`config.mk`:
```
export PLATFORM = sky130hd
export DESIGN_NAME = temporal_select_arbiter
export DESIGN_NICKNAME = d
export VERILOG_FILES = /design/src/rtl/temporal_select_arbiter.sv
export SDC_FILE = /design/constraint.sdc
export NUM_CORES = 1
export LEC_CHECK = 0
export BUFFER_PORTS_ARGS = -buffer_cell sky130_fd_sc_hd__buf_2
export CAP_MARGIN = 40
export CORE_MARGIN = 2
export CORE_UTILIZATION = 54
export DETAILED_ROUTE_END_ITERATION = 10
export PLACE_DENSITY = 0.8
export SLEW_MARGIN = 10
export SYNTH_ARGS = -nofsm -noshare
export SYNTH_HDL_FRONTEND = slang
export SYNTH_SLANG_ARGS = --single-unit
```
`constraint.sdc`:
```
create_clock -name aclk -period 1.9 [get_ports aclk]
set_input_delay 0.38 -clock aclk [delete_from_list [all_inputs] [get_ports aclk]]
set_output_delay 0.38 -clock aclk [all_outputs]
set_load 0.02 [all_outputs]
```
`src/rtl/temporal_select_arbiter.sv`:
```
`default_nettype none
// ============================================================================
//  Module   : temporal_select_arbiter
//  Purpose  : Gamma-cycle scheduler sharing one temporal `select` line among
//             NUM_REQ temporal requesters. A free-running phase counter
//             defines gamma cycles; the earliest-arriving request of each
//             cycle wins, its spike is regenerated on `select`, and the
//             winner's index and arrival phase are reported in binary at the
//             following cycle boundary.
//  Config   : `RR_PRIORITY_EN` -- when defined, ties go round-robin from a
//             priority pointer; otherwise the lowest index wins ties.
//  Ports    : aclk, grst_n (async, active-low), enable, req[NUM_REQ]
//             -> phase, gamma_start, grant, select, result_valid,
//                result_hit, result_id, result_time, busy
//  Revision : 1.0  initial release
// ============================================================================
module temporal_select_arbiter #(
  parameter int GAMMA_CYCLE_WIDTH = 16,
  parameter int PULSE_WIDTH       = 8,
  parameter int NUM_REQ           = 4,
  localparam int PW = $clog2(GAMMA_CYCLE_WIDTH),
  localparam int IW = $clog2(NUM_REQ)
) (
  input  logic               aclk,
  input  logic               grst_n,
  input  logic               enable,
  input  logic [NUM_REQ-1:0] req,
  output logic [PW-1:0]      phase,
  output logic               gamma_start,
  output logic [NUM_REQ-1:0] grant,
  output logic               select,
  output logic               result_valid,
  output logic               result_hit,
  output logic [IW-1:0]      result_id,
  output logic [PW-1:0]      result_time,
  output logic               busy
);

  localparam logic [PW-1:0] c_last_phase = PW'(GAMMA_CYCLE_WIDTH - 1);
  localparam logic [PW-1:0] c_pulse_load = PW'(PULSE_WIDTH - 1);

  typedef enum logic [1:0] {
    S_IDLE = 2'd0,
    S_RUN  = 2'd1,
    S_LAST = 2'd2
  } state_t;

  state_t r_state, w_state_nxt;

  logic [PW-1:0]      r_phase;
  logic [NUM_REQ-1:0] r_grant;
  logic               r_captured;
  logic [IW-1:0]      r_cap_id;
  logic [PW-1:0]      r_cap_time;
  logic               r_pend;
  logic               r_select;
  logic [PW-1:0]      r_cnt;
  logic               r_res_valid;
  logic               r_res_hit;
  logic [IW-1:0]      r_res_id;
  logic [PW-1:0]      r_res_time;

  logic               w_run;
  logic               w_end;
  logic               w_cap;
  logic               w_win_found;
  logic [IW-1:0]      w_win_id;
  logic [IW-1:0]      w_idx;

`ifdef RR_PRIORITY_EN
  logic [IW-1:0]      r_ptr;
  logic [IW:0]        w_sum;
`endif

  assign w_run = (r_state == S_RUN);
  assign w_end = w_run && (r_phase == c_last_phase);
  assign w_cap = w_run && !r_captured && w_win_found;

  // Winner search: scan starting at the pointer (round-robin) or at 0.
  always_comb begin
    w_win_found = 1'b0;
    w_win_id    = '0;
    w_idx       = '0;
`ifdef RR_PRIORITY_EN
    w_sum       = '0;
`endif
    for (int k = 0; k < NUM_REQ; k++) begin
`ifdef RR_PRIORITY_EN
      w_sum = {1'b0, r_ptr} + (IW+1)'(k);
      if (w_sum >= (IW+1)'(NUM_REQ)) begin
        w_sum = w_sum - (IW+1)'(NUM_REQ);
      end
      w_idx = w_sum[IW-1:0];
`else
      w_idx = IW'(k);
`endif
      if (!w_win_found && req[w_idx]) begin
        w_win_found = 1'b1;
        w_win_id    = w_idx;
      end
    end
  end

  always_ff @(posedge aclk or negedge grst_n) begin
    if (!grst_n) begin
      r_state <= S_IDLE;
    end else begin
      r_state <= w_state_nxt;
    end
  end

  always_comb begin
    w_state_nxt = r_state;
    case (r_state)
      S_IDLE:  if (enable) w_state_nxt = S_RUN;
      S_RUN:   if ((r_phase == c_last_phase) && !enable) w_state_nxt = S_LAST;
      S_LAST:  w_state_nxt = S_IDLE;
      default: w_state_nxt = S_IDLE;
    endcase
  end

  always_ff @(posedge aclk or negedge grst_n) begin
    if (!grst_n) begin
      r_phase     <= '0;
      r_grant     <= '0;
      r_captured  <= 1'b0;
      r_cap_id    <= '0;
      r_cap_time  <= '0;
      r_pend      <= 1'b0;
      r_select    <= 1'b0;
      r_cnt       <= '0;
      r_res_valid <= 1'b0;
      r_res_hit   <= 1'b0;
      r_res_id    <= '0;
      r_res_time  <= '0;
`ifdef RR_PRIORITY_EN
      r_ptr       <= '0;
`endif
    end else begin
      r_res_valid <= 1'b0;
      r_phase     <= w_run ? r_phase + 1'b1 : '0;

      // Pulse regeneration: one cycle of arming after capture, then
      // PULSE_WIDTH cycles high.
      if (r_pend) begin
        r_select <= 1'b1;
        r_cnt    <= c_pulse_load;
        r_pend   <= 1'b0;
      end else if (r_select) begin
        if (r_cnt == '0) begin
          r_select <= 1'b0;
        end else begin
          r_cnt <= r_cnt - 1'b1;
        end
      end

      if (w_cap) begin
        r_captured <= 1'b1;
        r_cap_id   <= w_win_id;
        r_cap_time <= r_phase;
        r_grant    <= {{(NUM_REQ-1){1'b0}}, 1'b1} << w_win_id;
        r_pend     <= 1'b1;
`ifdef RR_PRIORITY_EN
        r_ptr      <= (w_win_id == IW'(NUM_REQ - 1)) ? '0 : w_win_id + 1'b1;
`endif
      end

      // Cycle boundary: report (including a capture made in this very last
      // phase), then clear per-cycle state. This overrides the updates
      // above so nothing spills into the next gamma cycle.
      if (w_end) begin
        r_res_valid <= 1'b1;
        r_res_hit   <= r_captured | w_cap;
        r_res_id    <= w_cap ? w_win_id : r_cap_id;
        r_res_time  <= w_cap ? r_phase  : r_cap_time;
        r_captured  <= 1'b0;
        r_cap_id    <= '0;
        r_cap_time  <= '0;
        r_grant     <= '0;
        r_pend      <= 1'b0;
        r_select    <= 1'b0;
      end
    end
  end

  assign phase        = r_phase;
  assign gamma_start  = w_run && (r_phase == '0);
  assign grant        = r_grant;
  assign select       = r_select;
  assign result_valid = r_res_valid;
  assign result_hit   = r_res_hit;
  assign result_id    = r_res_id;
  assign result_time  = r_res_time;
  assign busy         = (r_state != S_IDLE);

endmodule
`default_nettype wire

```
==> reports/results.tsv <==
stage	metric	value	unit
yosys	most frequent cell after synthesis	dfrtp_1	
placed_design	I/O Buffers	25	
grt	GRT Total Usage	0.237	
yosys	Synth Flop Type	dfrtp_1	
clock_tree	CTS sink count	31	
routing	Vias	1142	
critical_path	WP data required	1.52	ns
routing	final WL	2950	um
die	die width	55.0	um
placed_design	Final Wtd Congestion	0.744	
layout	# diodes	0	
timing	worst relative slew slack	0.551	
die	die area	3030	um2
yosys	mapped cell area	1410	um2
grt	initial antenna violation count	0	
layout	Area growth syn-to-layout	16.4	%
timing	count of final setup violators	0	
yosys	Synth area leader	dfrtp_1	
yosys	synth cell count leaders	31 x dfrtp_1, 12 x a21oi_1, 12 x o21ai_0, 10 x nor2_1	
placed_design	Place WS	0.158	ns
timing	total negative slack	0	ns
clock_tree	CTS Root Cell	clkbuf_4	
die	Core Region	2480	um2
critical_path	Data arrival, critical path	1.43	ns
timing	Final Critical Period	1.81	ns
clock_tree	total CTS buffers	5	
clock_tree	clock transition at the registers of the reported paths	0.10	ns
timing	Slew Viols, Final	0	
yosys	Syn. warnings	0	
timing	Worst Slack Setup Final	0.0934	ns
grt	largest net degree at the start of global routing	32	
critical_path	crit-path cells	nand2b_1, nor4b_2, buf_2	
clock_tree	clock buffer depth	2	
routing	Routed Antenna Nets	0	
power_and_ir_drop	pwr dens	1620	nW/um2
clock_tree	Clock H-tree levels	2	
yosys	ys async rst share	1.00	
clock_tree	worst skew pair latency	0.34	ns
placed_design	HPWL after DPL	2140	um
routing	DRT iter0 DRCs	25	
yosys	top cell type's share of synthesized area	0.552	
yosys	Seq/Total Area, Yosys	0.552	
yosys	Synth Area per Inst	10.6	um2
timing	unrepaired setup endpoints after global routing	no	
critical_path	CP Launch Type	flip-flop	
routing	per-cell routed wire length	15.1	um
yosys	post-synthesis net count	143	
routing	vias per cell	5.83	
timing	Fin. Hold Viols	0	
power_and_ir_drop	leakage	0.742	nW
grt	first-pass GRT wire length	4800	um
clock_tree	CTS tree	yes	
timing	Clock Skews	0.0115	ns
critical_path	Crit Path Max Fanout	6	
yosys	Yosys cell types	43	
layout	Reg area	777	um2
layout	layout cells sized above 1	0.283	
yosys	Syn Inst Count	133	
die	row count	18	
job	Maximum Capacitance Violations	0	
timing	Slew @ Worst Pin	0.674	ns
grt	grt total ovfl	0	
layout	Multi-input gate area	582	um2
critical_path	Critical Path Max Stage Delay	0.45	ns
routing	Pre-Repair DR Iteration Count	4	
critical_path	crit path max-delay cell type	dfrtp_2	
layout	Filler cells	219	
power_and_ir_drop	peak supply drop	0.00105	V
timing	Final Cycle Share	0.951	
critical_path	critical path class	flip-flop to output pin	
die	num ports	26	
grt	via count of the first global-routing pass	1063	
critical_path	nature of the critical path endpoint	output pin	
layout	final core utilization	0.660	
layout	final-stage net count	175	
yosys	Post-synth EDFFs	0	
die	Die Ht	55.0	um
yosys	flops & latches, synth	31	
routing	Residual DRC	0	
timing	FMAX	554	MHz
die	Starting Density	0.567	
yosys	top post-synthesis cells by area	dfrtp_1 55%, a21oi_1 4.3%, o21ai_0 4.3%, nand3_1 2.8%, ha_1 2.7%	
worst_hold_path	worst min path class	primary input to async pin	
status	status	completed	
worst max-delay path: cells and delay by family (launching register included):
kind / cells / cell delay (ns)
AND/OR/NAND/NOR: 2 / 0.45
flip-flops: 1 / 0.45
buffers and inverters: 1 / 0.20
placed cells by master, fill, tap and decap left out, types with 2 or more instances in the layout:
| cell type | Yosys | routed |
|---|---|---|
| a21oi_1 | 12 | 12 |
| ha_1 | 3 | 3 |
| o21ai_0 | 12 | 12 |
| nand3_1 | 8 | 8 |
| buf_2 | 2 | 25 |
| inv_1 | 8 | 8 |
| nand2b_1 | 2 | 2 |
| nor3_1 | 7 | 7 |
| a211oi_1 | 2 | 2 |
| a31oi_1 | 2 | 2 |
| clkbuf_4 | 0 | 5 |
| o22a_1 | 2 | 2 |
| buf_4 | 0 | 4 |
| clkbuf_1 | 1 | 2 |
| nand2_1 | 2 | 2 |
| dfrtp_1 | 31 | 30 |
| nor2_1 | 10 | 10 |
per-stage QoR:
stage / power, mW / instance area, um2 / hold WS, ns / instances
global route: 2.86 / 1640 / 0.127 / 196
floorplan: 1.91 / 1410 / 0.0844 / 133
CTS: 2.66 / 1620 / 0.0778 / 196
global placement: 2.23 / 1570 / 0.448 / 188
detailed placement: 2.30 / 1570 / 0.451 / 188
finish: 2.65 / 1640 / 0.0663 / 196
layout make-up:
type,instances,area share
sequential,31,0.475
multi-input combinational,89,0.356
timing repair buffer,29,0.0949
clock inverter,1,0.00306
inverter,9,0.0207
tap,30,0.0230
clock buffer,7,0.0275
state kept, by name (all words and copies together) (netlist names):
signal	cells
result_time	4
phase	4
r_cap_time	4
r_pend	1
result_id	2
r_cap_id	2
r_captured	1
result_hit	1
r_state	2
result_valid	1
grant	4
r_cnt	4
select	1
path summary, 6_finish.rpt:
path | slack [ns] | startpoint | cells past startpoint | to
max in group asynchronous | 1.36 | grst_n | 1 | r_state[1]
min | 0.07 | grst_n | 1 | phase[1]
max | 0.09 | r_state[1] | 3 | gamma_start
max reg2reg | 0.23 | phase[0] | 6 | r_pend
min in group aclk | 0.21 | enable | 2 | r_state[1]
min reg2reg | 0.49 | r_cap_time[2] | 1 | result_time[2]
routing by layer:
| metal | routed length, um | GRT usage | share of wire | vias up |
|---|---|---|---|---|
| met2 | 1440 | 0.389 | 0.49 | 31 |
| met4 | 43 | 0.0854 | 0.015 | 0 |
| met5 | 0 | 0 | 0 | - |
| li1 | - | - | - | 544 |
| met3 | 177 | 0.0941 | 0.060 | 6 |
| met1 | 1300 | 0.280 | 0.44 | 561 |
where the power goes:
part	switching [mW]	internal, mW	total (mW)
logic	0.668	0.472	1.14
registers	0.220	0.933	1.15
clock network	0.216	0.144	0.360
total	1.10	1.55	2.65
cell families after synthesis:
| family | after synthesis | share of synthesized area |
|---|---|---|
| buf+inv | 13 | 0.0418 |
| simple gates | 43 | 0.178 |
| fa+ha+maj | 3 | 0.0267 |
| compound gates | 41 | 0.189 |
| xor+xnor | 2 | 0.0125 |
| flops | 31 | 0.552 |
timing repair:
item / 4_1_cts / 5_1_grt
gates resized for setup: 0 / 3
setup buffers: 0 / 0
hold buffers: 0 / 0
hold endpoints to repair: 0 / 0
endpoints found under the setup margin: 0 / 2
Power figures use the tool's default switching activity.
